File: src/rtl/xgmii_traffic_gen.sv
// XGMII 64-bit Ethernet test-frame generator: bursts of sequenced frames separated by idle IFG words.
// Define TXGEN_CRC_EN to append a real IEEE 802.3 FCS; without it the four FCS bytes are zero.
module xgmii_traffic_gen #(
  parameter int unsigned LEN_W     = 16,
  parameter int unsigned CNT_W     = 32,
  parameter logic [15:0] ETHERTYPE = 16'h88B5
) (
  input  logic             sys_clk,
  input  logic             sys_rst_n,
  input  logic             enable,
  input  logic [LEN_W-1:0] frame_len,
  input  logic [LEN_W-1:0] ifg_words,
  input  logic [CNT_W-1:0] burst_cnt,
  input  logic [47:0]      dst_mac,
  input  logic [47:0]      src_mac,
  output logic [63:0]      xgmii_txd,
  output logic [7:0]       xgmii_txc,
  output logic             busy,
  output logic             done,
  output logic [CNT_W-1:0] tx_frames
);

  localparam logic [63:0] IDLE_WORD  = 64'h0707070707070707;
  localparam logic [63:0] START_WORD = 64'hD5555555555555FB;
  localparam logic [63:0] TERM_WORD  = 64'h07070707070707FD;

  typedef enum logic [2:0] {S_IDLE, S_START, S_DATA, S_TERM, S_IFG, S_HOLD} state_t;
  state_t r_state, w_next;

  logic [LEN_W-1:0] r_len, r_ifg, r_pos, r_ifg_cnt;
  logic [CNT_W-1:0] r_burst, r_burst_sent, r_tx_frames;
  logic [47:0]      r_da, r_sa;
  logic [31:0]      r_seq;
  logic             r_done;

  logic [LEN_W-1:0] w_len_clamp, w_ifg_clamp, w_rem, w_pay_end;
  logic             w_new_burst, w_ifg_last, w_exhausted, w_latch, w_term;
  logic [143:0]     w_hdr;
  logic [LEN_W-1:0] w_lane_pos [8];
  logic [4:0]       w_hdr_sel  [8];
  logic [1:0]       w_fcs_idx  [8];
  logic [7:0]       w_byte     [8];
  logic [7:0]       w_is_data, w_is_fcs, w_is_end;
  logic [31:0]      w_fcs;

  assign w_len_clamp = (frame_len < LEN_W'(64))   ? LEN_W'(64)   :
                       (frame_len > LEN_W'(1518)) ? LEN_W'(1518) : frame_len;
  assign w_ifg_clamp = (ifg_words == '0) ? LEN_W'(1) : ifg_words;

  assign w_rem       = r_len - r_pos;
  assign w_pay_end   = r_len - LEN_W'(4);
  assign w_term      = ((r_state == S_DATA) && (w_rem < LEN_W'(8))) || (r_state == S_TERM);
  assign w_ifg_last  = (r_state == S_IFG) && (r_ifg_cnt == '0);
  assign w_exhausted = (r_burst != '0) && (r_burst_sent >= r_burst);
  assign w_new_burst = (r_state == S_IDLE) && enable;
  assign w_latch     = w_new_burst || (w_ifg_last && !w_exhausted && enable);
  assign w_hdr       = {r_da, r_sa, ETHERTYPE, r_seq};

  // Per-lane classification of the frame byte carried this cycle.
  always_comb begin
    w_is_data = '0;
    w_is_fcs  = '0;
    w_is_end  = '0;
    for (int unsigned i = 0; i < 8; i++) begin
      w_lane_pos[i] = r_pos + LEN_W'(i);
      w_hdr_sel[i]  = (w_lane_pos[i] < LEN_W'(18)) ? w_lane_pos[i][4:0] : 5'd0;
      w_byte[i]     = (w_lane_pos[i] < LEN_W'(18)) ? w_hdr[(17 - 32'(w_hdr_sel[i])) * 8 +: 8]
                                                   : w_lane_pos[i][7:0];
      w_fcs_idx[i]  = 2'(w_lane_pos[i] - w_pay_end);
      w_is_data[i]  = w_lane_pos[i] < w_pay_end;
      w_is_fcs[i]   = (w_lane_pos[i] >= w_pay_end) && (w_lane_pos[i] < r_len);
      w_is_end[i]   = w_lane_pos[i] == r_len;
    end
  end

`ifdef TXGEN_CRC_EN
  logic [31:0] r_crc, w_crc_next;

  function automatic logic [31:0] crc32_byte(input logic [31:0] c, input logic [7:0] d);
    logic [31:0] x;
    x = c ^ {24'd0, d};
    for (int unsigned k = 0; k < 8; k++)
      x = x[0] ? ((x >> 1) ^ 32'hEDB88320) : (x >> 1);
    return x;
  endfunction

  // FCS lanes always follow every data lane of the same word, so the inverted running
  // CRC including this word's data is valid for any FCS byte emitted this cycle.
  always_comb begin
    w_crc_next = r_crc;
    for (int unsigned i = 0; i < 8; i++)
      if (w_is_data[i]) w_crc_next = crc32_byte(w_crc_next, w_byte[i]);
  end

  always_ff @(posedge sys_clk or negedge sys_rst_n) begin
    if (!sys_rst_n)                r_crc <= '1;
    else if (r_state == S_START)   r_crc <= '1;
    else if (r_state == S_DATA)    r_crc <= w_crc_next;
  end

  assign w_fcs = ~w_crc_next;
`else
  assign w_fcs = '0;
`endif

  always_ff @(posedge sys_clk or negedge sys_rst_n) begin
    if (!sys_rst_n) r_state <= S_IDLE;
    else            r_state <= w_next;
  end

  always_comb begin
    w_next = r_state;
    case (r_state)
      S_IDLE:  if (enable) w_next = S_START;
      S_START: w_next = S_DATA;
      S_DATA: begin
        if (w_rem == LEN_W'(8))     w_next = S_TERM;
        else if (w_rem < LEN_W'(8)) w_next = S_IFG;
      end
      S_TERM:  w_next = S_IFG;
      S_IFG:   if (w_ifg_last) w_next = w_exhausted ? S_HOLD : (enable ? S_START : S_IDLE);
      S_HOLD:  if (!enable) w_next = S_IDLE;
      default: w_next = S_IDLE;
    endcase
  end

  always_ff @(posedge sys_clk or negedge sys_rst_n) begin
    if (!sys_rst_n) begin
      r_len        <= LEN_W'(64);
      r_ifg        <= LEN_W'(1);
      r_pos        <= '0;
      r_ifg_cnt    <= '0;
      r_burst      <= '0;
      r_burst_sent <= '0;
      r_tx_frames  <= '0;
      r_da         <= '0;
      r_sa         <= '0;
      r_seq        <= '0;
      r_done       <= 1'b0;
    end else begin
      r_done <= w_ifg_last && w_exhausted;
      if (w_latch) begin
        r_len   <= w_len_clamp;
        r_ifg   <= w_ifg_clamp;
        r_burst <= burst_cnt;
        r_da    <= dst_mac;
        r_sa    <= src_mac;
      end
      if (w_new_burst) r_burst_sent <= '0;
      else if (w_term) r_burst_sent <= r_burst_sent + CNT_W'(1);
      if (w_term) begin
        r_seq       <= r_seq + 32'd1;
        r_tx_frames <= r_tx_frames + CNT_W'(1);
        r_ifg_cnt   <= r_ifg - LEN_W'(1);
      end else if ((r_state == S_IFG) && (r_ifg_cnt != '0)) begin
        r_ifg_cnt <= r_ifg_cnt - LEN_W'(1);
      end
      if (r_state == S_START)     r_pos <= '0;
      else if (r_state == S_DATA) r_pos <= r_pos + LEN_W'(8);
    end
  end

  always_comb begin
    xgmii_txd = IDLE_WORD;
    xgmii_txc = '1;
    busy      = 1'b0;
    case (r_state)
      S_START: begin
        xgmii_txd = START_WORD;
        xgmii_txc = 8'h01;
        busy      = 1'b1;
      end
      S_DATA: begin
        busy = 1'b1;
        for (int unsigned i = 0; i < 8; i++) begin
          if (w_is_data[i]) begin
            xgmii_txd[8*i +: 8] = w_byte[i];
            xgmii_txc[i]        = 1'b0;
          end else if (w_is_fcs[i]) begin
            xgmii_txd[8*i +: 8] = w_fcs[8*w_fcs_idx[i] +: 8];
            xgmii_txc[i]        = 1'b0;
          end else if (w_is_end[i]) begin
            xgmii_txd[8*i +: 8] = 8'hFD;
          end
        end
      end
      S_TERM: begin
        xgmii_txd = TERM_WORD;
        busy      = 1'b1;
      end
      S_IFG:   busy = 1'b1;
      default: ;
    endcase
  end

  assign done      = r_done;
  assign tx_frames = r_tx_frames;

endmodule

File: config.mk
export PLATFORM = sky130hd
export DESIGN_NAME = xgmii_traffic_gen
export DESIGN_NICKNAME = d
export VERILOG_FILES = /design/src/rtl/xgmii_traffic_gen.sv
export SDC_FILE = /design/constraint.sdc
export NUM_CORES = 1
export LEC_CHECK = 0
export CORE_ASPECT_RATIO = 1.5
export CORE_MARGIN = 8
export CORE_UTILIZATION = 50
export DETAILED_ROUTE_END_ITERATION = 7
export GPL_TIMING_DRIVEN = 0
export PLACE_DENSITY_LB_ADDON = 0.08
export SLEW_MARGIN = 20
export SYNTH_ARGS = -nofsm -noshare
export SYNTH_HDL_FRONTEND = slang
export SYNTH_SLANG_ARGS = --single-unit
export TNS_END_PERCENT = 1
File: constraint.sdc
create_clock -name sys_clk -period 8.28 [get_ports sys_clk]
set_clock_uncertainty 0.05 [all_clocks]
set_input_delay 1.656 -clock sys_clk [delete_from_list [all_inputs] [get_ports sys_clk]]
set_output_delay 1.656 -clock sys_clk [all_outputs]
set_load 0.05 [all_outputs]
==> impl_metrics.yaml, run 1 <==
grt:
  grt_overflow: 0
  grt_usage_pct: 30.1
  grt_pass1_vias: 18400
  antenna_found_initial: 2
  grt_start_max_net_pins: 93
  grt_pass1_wl_um: 106000
clock_network:
  cts_tree: "built"
  post_cts_buffers: 0
  clk_pin_slew_ns: 0.06
  cts_sinks: 289
  cts_hold_buf: 0
  root_buffer: "clkbuf_16"
  cts_buffers: 29
  cts.path.max_buffers: 3
  htree_levels: 1
  clk-insertion-delay-late_ns: 0.58
placement:
  dp_cells: 2862
  place_ws_ns: -0.0258
  gp_congestion: 0.969
  hpwlAfterDp_um: 54400
  port-buffer-count: 268
setup_path:
  start_kind: "flip-flop"
  crit_chain: "nor4_1 > and4_1 > nand2_1 > xnor2_1 > ha_1 > and4_1 > and3_1 > o311a_1 > o41a_1 > or4_1 > clkbuf_1 > or2_2 > o21ai_0 > clkdlybuf4s50_1"
  crit_top_cell: "and4_1"
  slowest_stage: "nor4_1"
  end_kind: "output port"
  worst_ep_arrival_time_ns: 6.34
  crit_fanout: 10
  cpPeakStageDelay_ns: 0.93
  worst-path-buf-inv: 2
  cp_top_family: "simple AND/OR/NAND/NOR gates"
  setup.worst_path.class: "reg -> out"
  cp.required_ns: 6.57
logic_synthesis:
  synth_cell_type_count: 81
  yosysWarningCount: 0
  ys_ff_latch: 289
  async_reset_ff_share_pct: 100
  yosys.area.top_type: "dfrtp_1"
  yosysSeqAreaShare_pct: 37.7
  synth_top_area_share_pct: 37.5
  synth_flop_cell: "dfrtp_1"
  synth_edf_count: 0
  synth_area_um2: 19200
  syn_inst: 2094
  synth_area_leaders: "dfrtp_1, ha_1, mux2_2"
  synth.avg_cell_area_um2: 9.15
sta:
  slew_violations: 0
  slew_headroom_pct: 25.7
  setup_viol: 0
  worst_slew_pin_slew_ns: 1.11
  fmax_ghz: 0.124
  min_period_over_period_pct: 97.1
  layout_setup_ws_ns: 0.237
  rsz0062_at_grt: "yes"
  hold_viol: 0
  min_period_ns: 8.04
cells_and_area:
  finalNetCount: 2683
  fillers: 3349
  num_antenna_cells: 0
  drive_gt1_share_pct: 9.31
  layout.cells.non_filler: 2913
  area_growth_syn_to_layout_pct: 23.4
route:
  met1_length_um: 26400
  wl_met2_um: 34000
  routedWlPerCell_um: 23.7
  maxUsedRoutingLayer: "met5"
  dr.pass1.iters: 5
  drc_errors: 0
  drtIter0Drc: 1536
  route.vias.total: 17700
  dr_wl_met3_um: 4440
  drt-total-wl_um: 69100
  via_per_inst: 6.08
  ant_nets: 0
die:
  coreArea_um2: 38100
  rows: 88
  dieArea_um2: 45000
  die_h_um: 256
  io-pin-count: 269
  initial_core_util_pct: 50.3
  chipWidth_um: 176
power_and_ir_drop:
  ir_drop_mv: 0.311
  leakage_nw: 10.3
  pwr_density_cell_nw_per_um2: 350
job:
  max_cap_violations: 0
min_path:
  hp-class: "reg -> reg"
outcome:
  status: "completed"
==> per-stage QoR <==
stage	hold WS, ns	TNS, ns	cell area, um2	power [W]	util (%)
after floorplan	0.391	0	19200	0.00519	-
after global placement	0.406	-2089.42	22500	0.00669	59.0
after detailed placement	0.413	-0.0259	22600	0.00676	59.2
after CTS	0.428	0	23600	0.00824	62.0
after global routing	0.436	-0.0157	23600	0.00872	62.1
final	0.423	0	23600	0.00828	62.1
==> per-layer routing <==
| metal | GRT usage, % | vias up |
|---|---|---|
| met5 | 0 | - |
| met4 | 17.6 | 4 |
| met3 | 5.20 | 206 |
| met2 | 51.5 | 719 |
| met1 | 34.8 | 8575 |
| li1 | - | 8198 |
==> Yosys cell counts (10+ instances only) <==
cell and instances:
dfrtp_1 287, nand2_1 154, o21ai_0 141, nor2_1 137, a21oi_1 129, ha_1 121, mux2_2 112, inv_1 91
clkbuf_1 90, xnor2_1 73, nand4_1 67, nand3_1 63, nor3_1 60, mux2i_1 45, xor2_1 44, a21o_1 41
nor4_1 35, or3_1 29, and3_1 27, buf_2 26, o211ai_1 26, o21a_1 20, or4_1 20, nand2b_1 19
a211oi_1 18, nor2b_1 18, a31oi_1 16, o31ai_1 13, mux2_1 11, nor3b_1 11, buf_6 10, o221ai_1 10
==> sequential cells by signal, indices dropped and copies added, names as in the netlist <==
name,flops
r_da,48
r_burst_sent,32
r_ifg_cnt,16
r_burst,32
r_pos,13
r_state,3
tx_frames,32
r_sa,48
r_ifg,16
r_len,16
done,1
r_seq,32
==> where the power goes <==
part | leakage, nW | switching (W) | internal, W
clock network | 0.493 | 0.000579 | 0.000864
logic | 6.15 | 0.00291 | 0.00168
registers | 3.64 | 0.000381 | 0.00186
total | 10.3 | 0.00387 | 0.00441
==> worst paths after layout <==
kind / start / to / slack [ns] / cells after the start
min in group asynchronous: sys_rst_n / r_len[9] / 0.90 / 1
max reg2reg: r_pos[3] / r_ifg_cnt[14] / 0.86 / 21
min: r_seq[31] / r_seq[31] / 0.42 / 1
max in group asynchronous: sys_rst_n / tx_frames[6] / 6.08 / 3
max: r_len[4] / xgmii_txd[16] / 0.24 / 14
min reg2reg: r_seq[31] / r_seq[31] / 0.42 / 1
==> what timing repair did <==
item	4_1_cts	5_1_grt
pin swaps	0	0
setup endpoints to repair	15	15
endpoints found under the hold margin	0	0
gates resized for setup	5	7
==> area by class of cell <==
| cell class | instances | area, um2 | share of cell area, % |
|---|---|---|---|
| plain buffers | 135 | 622 | 2.63 |
| clock buffers | 41 | 811 | 3.43 |
| clock inverters | 10 | 206 | 0.873 |
| inverters | 93 | 349 | 1.48 |
| multi-input cells | 1579 | 11000 | 46.6 |
| flip-flops and latches | 289 | 7230 | 30.6 |
| well taps | 495 | 619 | 2.62 |
| repair buffers | 271 | 2780 | 11.8 |
==> worst register-to-register path, stage by stage (launching register included) <==
cell and delay, ns:
dfrtp_1 0.49, clkbuf_1 0.47, clkinv_1 0.59, fa_1 0.73, or3_4 0.44, o221ai_2 0.24
and2_1 0.21, mux2_2 0.34, o21ai_1 0.25, nor4_4 0.15, nor2_2 0.20, clkbuf_1 0.52
buf_2 0.40, mux2i_1 0.23, ha_1 0.24, nor3b_1 0.34, nor3b_1 0.35, nand2b_1 0.14
or3_1 0.39, o41ai_1 0.26, o311a_1 0.21, a21oi_1 0.04
==> cell usage in the layout (no fill, tap or decap), types with 13 or more instances in the layout <==
cell type and instances:
or3_1 29, o211ai_1 26, mux2_2 112, dfrtp_1 287, nand4_1 67, o21a_1 20
nor4_1 33, a31oi_1 16, o21ai_0 141, a21o_1 41, nand3_1 62, a21oi_1 129
nand2_1 154, xor2_1 44, or4_1 20, and3_1 27, ha_1 121, nand2b_1 19
mux2i_1 45, nor3_1 60, xnor2_1 72, nor2b_1 18, o31ai_1 13, nor2_1 136
clkbuf_16 29, buf_2 26, inv_1 91, clkbuf_1 98, clkdlybuf4s50_1 263, a211oi_1 18
==> cell families after synthesis <==
family / after synthesis / share of synthesized area [%]
buffers and inverters: 228 / 5.07
multiplexers: 168 / 9.58
other: 2 / 0.0392
AND/OR/NAND/NOR: 684 / 18.3
flip-flops: 289 / 37.7
XOR/XNOR: 118 / 5.46
adder cells (fa/ha/maj): 123 / 8.06
AO/OA/AOI/OAI: 482 / 15.7
Note: power is estimated with default switching activity, not from simulation.
==> run 2, diff against run 1 <==
--- a/config.mk
+++ b/config.mk
@@ -8,6 +8,7 @@
 export CORE_ASPECT_RATIO = 1.5
 export CORE_MARGIN = 8
 export CORE_UTILIZATION = 50
+export CTS_CLUSTER_SIZE = 12
 export DETAILED_ROUTE_END_ITERATION = 7
 export GPL_TIMING_DRIVEN = 0
 export PLACE_DENSITY_LB_ADDON = 0.08
==> run 2 against run 1 <==
  * Sequential share of layout area rose by 0.068 points
  * Wire length barely moved
  * Register-to-register slack got worse by 0.06 ns
  * Clock power fell by 6%
  * Critical path depth rose by 1
  * Maximum frequency rose by 0.82%
  * First-iteration DRC count fell by 3.5%
  * Die area did not move
  * Power fell by 1.1%
  * Critical endpoint is now xgmii_txd[39]
  * Largest power group unchanged
  * Highest routed layer unchanged
==> impl_metrics.yaml, run 2 (same netlist as run 1, synthesis figures left out) <==
outcome:
  status: "completed"
cells_and_area:
  multi_input_area_um2: 11000
  fin_area_um2: 23600
  num_antenna_cells: 0
  final_cell_mix: "dfrtp_1, clkdlybuf4s50_1, nand2_1"
  register_area_um2: 7230
  top_regs: "r_da x48, r_sa x48"
  final_common_cell: "dfrtp_1"
  finalNetCount: 2684
  drive_gt1_share_pct: 9.22
  fillers: 3359
  area_growth_syn_to_layout_pct: 23.1
placement:
  gp_congestion: 0.969
  placed_cell_area_um2: 22600
  hpwlAfterDp_um: 54400
  port-buffer-count: 268
  place_ws_ns: -0.0258
clock_network:
  clk_pin_slew_ns: 0.06
  cts_resized: 5
  cts_tree: "built"
  cts_hold_buf: 0
  cts_sinks: 289
  clk-insertion-delay-late_ns: 0.61
  cts.path.max_buffers: 3
  htree_levels: 1
  root_buffer: "clkbuf_16"
  cts_buffers: 30
  post_cts_buffers: 0
power_and_ir_drop:
  p_int_w: 0.00431
  pwr-share-seq_pct: 27.4
  p_clk_share_pct: 16.6
  pwr_density_cell_nw_per_um2: 347
  switching_share_pct: 47.4
  leakage_nw: 10.3
  power_w: 0.00818
  combPwrFrac_pct: 56.0
  ir_drop_mv: 0.313
  p_switching_w: 0.00388
sta:
  fmax_ghz: 0.125
  setup_viol: 0
  slew_headroom_pct: 24.4
  hold_viol: 0
  min_period_ns: 7.98
  rsz0062_at_grt: "no"
  min_period_over_period_pct: 96.3
  slew_violations: 0
  worst_slew_pin_slew_ns: 1.13
  layout_setup_ws_ns: 0.303
grt:
  grt_pass1_vias: 18400
  grt_usage_pct: 30.2
  grt_overflow: 0
  antenna_found_initial: 2
  grt_start_max_net_pins: 93
  grt_pass1_wl_um: 107000
job:
  max_cap_violations: 0
route:
  dr.pass1.iters: 5
  via_per_inst: 6.07
  routedWlPerCell_um: 23.7
  drt-total-wl_um: 69100
  route.vias.total: 17700
  drtIter0Drc: 1483
  ant_nets: 0
  drc_errors: 0
die:
  dieArea_um2: 45000
  chipWidth_um: 176
  rows: 88
  io-pin-count: 269
  die_h_um: 256
  coreArea_um2: 38100
  initial_core_util_pct: 50.3
setup_path:
  cp_top_family: "simple AND/OR/NAND/NOR gates"
  worst-path-buf-inv: 6
  cpPeakStageDelay_ns: 0.87
  crit_chain: "clkbuf_1 > nor3_1 > nand3_2 > nor2_4 > inv_1 > nor2_1 > buf_2 > inv_1 > ha_1 > clkbuf_1 > nor3b_2 > a21oi_1 > or3_1 > a21oi_1 > clkdlybuf4s50_1"
  start_kind: "flip-flop"
  crit_fanout: 10
  slowest_stage: "clkdlybuf4s50_1"
  setup.worst_path.class: "reg -> out"
  cp.required_ns: 6.57
  worst_ep_arrival_time_ns: 6.27
  end_kind: "output port"
min_path:
  hp-class: "reg -> reg"
run 2: cell type report:
type,count,share of cell area (%)
Buffer,135,2.64
Clock buffer,45,3.59
Clock inverter,7,0.477
Inverter,93,1.48
Multi-Input combinational cell,1579,46.7
Sequential cell,289,30.7
Tap cell,495,2.63
Timing Repair Buffer,271,11.8
run 2: final timing paths:
| check | endpoint | slack (ns) | depth (start not counted) | start |
|---|---|---|---|---|
| max reg2reg | r_ifg_cnt[14] | 0.80 | 21 | r_pos[3] |
| max in group asynchronous | r_ifg[12] | 6.16 | 3 | sys_rst_n |
| max | xgmii_txd[39] | 0.30 | 15 | r_pos[7] |
| min | tx_frames[31] | 0.43 | 1 | tx_frames[31] |
| min reg2reg | tx_frames[31] | 0.43 | 1 | tx_frames[31] |
| min in group asynchronous | r_len[9] | 0.88 | 1 | sys_rst_n |
run 2: layer usage:
| metal | GRT usage, % | vias up | share of wire (%) |
|---|---|---|---|
| li1 | - | 8209 | - |
| met1 | 34.8 | 8610 | 39 |
| met2 | 51.8 | 653 | 49 |
| met3 | 5.55 | 209 | 6.1 |
| met4 | 16.9 | 4 | 6.2 |
| met5 | 0 | - | 0.038 |
run 2: metrics by stage:
stage	setup TNS, ns	hold slack, ns	util [%]	std cells
6_report	0	0.433	61.9	2914
4_1_cts	0	0.431	61.8	2914
2_1_floorplan	0	0.391	-	2096
3_3_place_gp	-2089.42	0.406	59.0	2859
3_5_place_dp	-0.0259	0.413	59.2	2862
5_1_grt	0	0.436	61.9	2914
run 2: power groups by stage:
stage | logic [W] | clock network [W] | registers (W)
after floorplan | 0.00307 | 0 | 0.00212
after CTS | 0.00454 | 0.00138 | 0.00223
final | 0.00459 | 0.00136 | 0.00224
after global routing | 0.00491 | 0.00144 | 0.00229
after detailed placement | 0.00451 | 0 | 0.00225
after global placement | 0.00445 | 0 | 0.00224
==> run 3, diff against run 2 <==
==> constraint.sdc (replaced) <==
create_clock -name sys_clk -period 7.9 [get_ports sys_clk]
set_clock_uncertainty 0.05 [all_clocks]
set_input_delay 1.58 -clock sys_clk [delete_from_list [all_inputs] [get_ports sys_clk]]
set_output_delay 1.58 -clock sys_clk [all_outputs]
set_load 0.05 [all_outputs]
==> run 3 against run 2 <==
  * Worst setup slack lost 0.18 ns
  * Register-to-register slack lost 0.40 ns
  * Cell count is the same
  * Cell area grew 0.16%
  * Critical path depth grew 1
  * Combinational power grew 4.6%
  * Core utilization grew 0.10 points
  * Wire length shrank 0.16%
  * Worst hold slack is essentially flat
  * Die area is the same
  * Clock power grew 4%
  * Clock-buffer cell count is the same
==> impl_metrics.yaml, run 3 (same netlist as run 1, synthesis figures left out) <==
grt:
  antenna_found_initial: 2
  grt_start_max_net_pins: 93
  grt_pass1_wl_um: 107000
  grtUsageMet1_pct: 34.7
  top_usage_layer: "met2"
  grt_pass1_vias: 18400
  met3_usage_pct: 5.51
  use_met2_pct: 51.8
  grt_usage_pct: 30.2
  grt_overflow: 0
die:
  die_h_um: 256
  initial_core_util_pct: 50.3
  coreArea_um2: 38100
  rows: 88
  dieArea_um2: 45000
  io-pin-count: 269
  chipWidth_um: 176
cells_and_area:
  top_regs: "r_da x48, r_sa x48"
  drive_gt1_share_pct: 9.34
  layout.cells.non_filler: 2914
  final_cell_mix: "dfrtp_1, clkdlybuf4s50_1, nand2_1"
  num_antenna_cells: 0
  fillers: 3363
  finalNetCount: 2684
  area_growth_syn_to_layout_pct: 23.3
  final_common_cell: "dfrtp_1"
route:
  via_per_inst: 6.07
  routedWlPerCell_um: 23.7
  drt-total-wl_um: 69000
  route.vias.total: 17700
  drtIter0Drc: 1466
  drc_errors: 0
  ant_nets: 0
  dr.pass1.iters: 5
clock_network:
  post_cts_buffers: 0
  clk-insertion-delay-late_ns: 0.60
  cts_buffers: 30
  cts_sinks: 289
  clk_pin_slew_ns: 0.06
  cts.path.max_buffers: 3
  cts_tree: "built"
  root_buffer: "clkbuf_16"
  cts_hold_buf: 0
  htree_levels: 1
setup_path:
  end_kind: "output port"
  setup.worst_path.class: "reg -> out"
  start_kind: "flip-flop"
  cp.required_ns: 6.27
  reg2reg_setup_slack_ns: 0.40
  crit_fanout: 10
  worst_ep_arrival_time_ns: 6.15
placement:
  dp_cells: 2862
  place_ws_ns: -0.330
  gp_congestion: 0.969
  hpwlAfterDp_um: 54400
  port-buffer-count: 268
job:
  max_cap_violations: 0
sta:
  hold_viol: 0
  worst_slew_pin_slew_ns: 1.14
  min_period_over_period_pct: 98.5
  slew_violations: 0
  rsz0062_at_grt: "yes"
  layout_setup_ws_ns: 0.118
  hold_ws_ns: 0.433
  min_period_ns: 7.78
  slew_headroom_pct: 23.4
  fmax_ghz: 0.129
  setup_viol: 0
  setup_tns_ns: 0
power_and_ir_drop:
  pwr_density_cell_nw_per_um2: 362
  leakage_nw: 10.4
  power_w: 0.00856
  ir_drop_mv: 0.333
outcome:
  status: "completed"
min_path:
  hp-class: "reg -> reg"
==> run 3: worst max-delay path, cell delays in order, from the launching register on <==
cell	delay (ns)
dfrtp_1	0.37
clkbuf_1	0.39
nor3_1	0.40
nand3_2	0.34
nor2_4	0.35
inv_1	0.15
nor2_1	0.41
buf_2	0.36
inv_1	0.10
ha_1	0.32
clkbuf_1	0.28
nor3b_2	0.52
a21oi_1	0.15
o21ai_0	0.20
nand2b_1	0.09
a21oi_1	0.26
clkdlybuf4s50_1	0.87
==> run 3: area by class of cell <==
type	instances	area (um2)	share of cell area, %
multi-input cells	1579	11000	46.7
flip-flops and latches	289	7230	30.6
repair buffers	271	2810	11.9
clock buffers	45	847	3.58
plain buffers	135	622	2.63
well taps	495	619	2.62
inverters	93	349	1.48
clock inverters	7	113	0.476
==> run 3: where the power goes <==
group          internal (W)  switching, W  leakage (nW)
Clock              0.000803      0.000616         0.463
Sequential          0.00195      0.000397          3.64
Combinational       0.00176       0.00304          6.28
==> run 3: final timing paths <==
check / startpoint / endpoint / cells after the start
worst min register to register: tx_frames[31] / tx_frames[31] / 1
worst max-delay path: r_pos[7] / xgmii_txd[35] / 16
max in group asynchronous: sys_rst_n / r_ifg[12] / 3
worst min-delay path: tx_frames[31] / tx_frames[31] / 1
min in group asynchronous: sys_rst_n / r_len[9] / 1
worst max register to register: r_pos[3] / r_ifg_cnt[14] / 21
==> run 3: layer usage <==
layer  wire [um]  up-vias
li1            -     8205
met1       26600     8633
met2       34000      635
met3        4170      206
met4        4200        4
met5          26        -
==> run 3: repair_timing <==
item,in CTS,in global routing
pin swaps,0,0
endpoints found under the hold margin,0,0
gates resized for setup,9,19
endpoints found under the setup margin,18,29
==> run 3: through the flow <==
stage | instance area (um2) | util, %
global placement | 22500 | 59.0
CTS | 23600 | 61.9
detailed placement | 22600 | 59.2
floorplan | 19200 | -
global route | 23600 | 62.0
finish | 23600 | 62.0
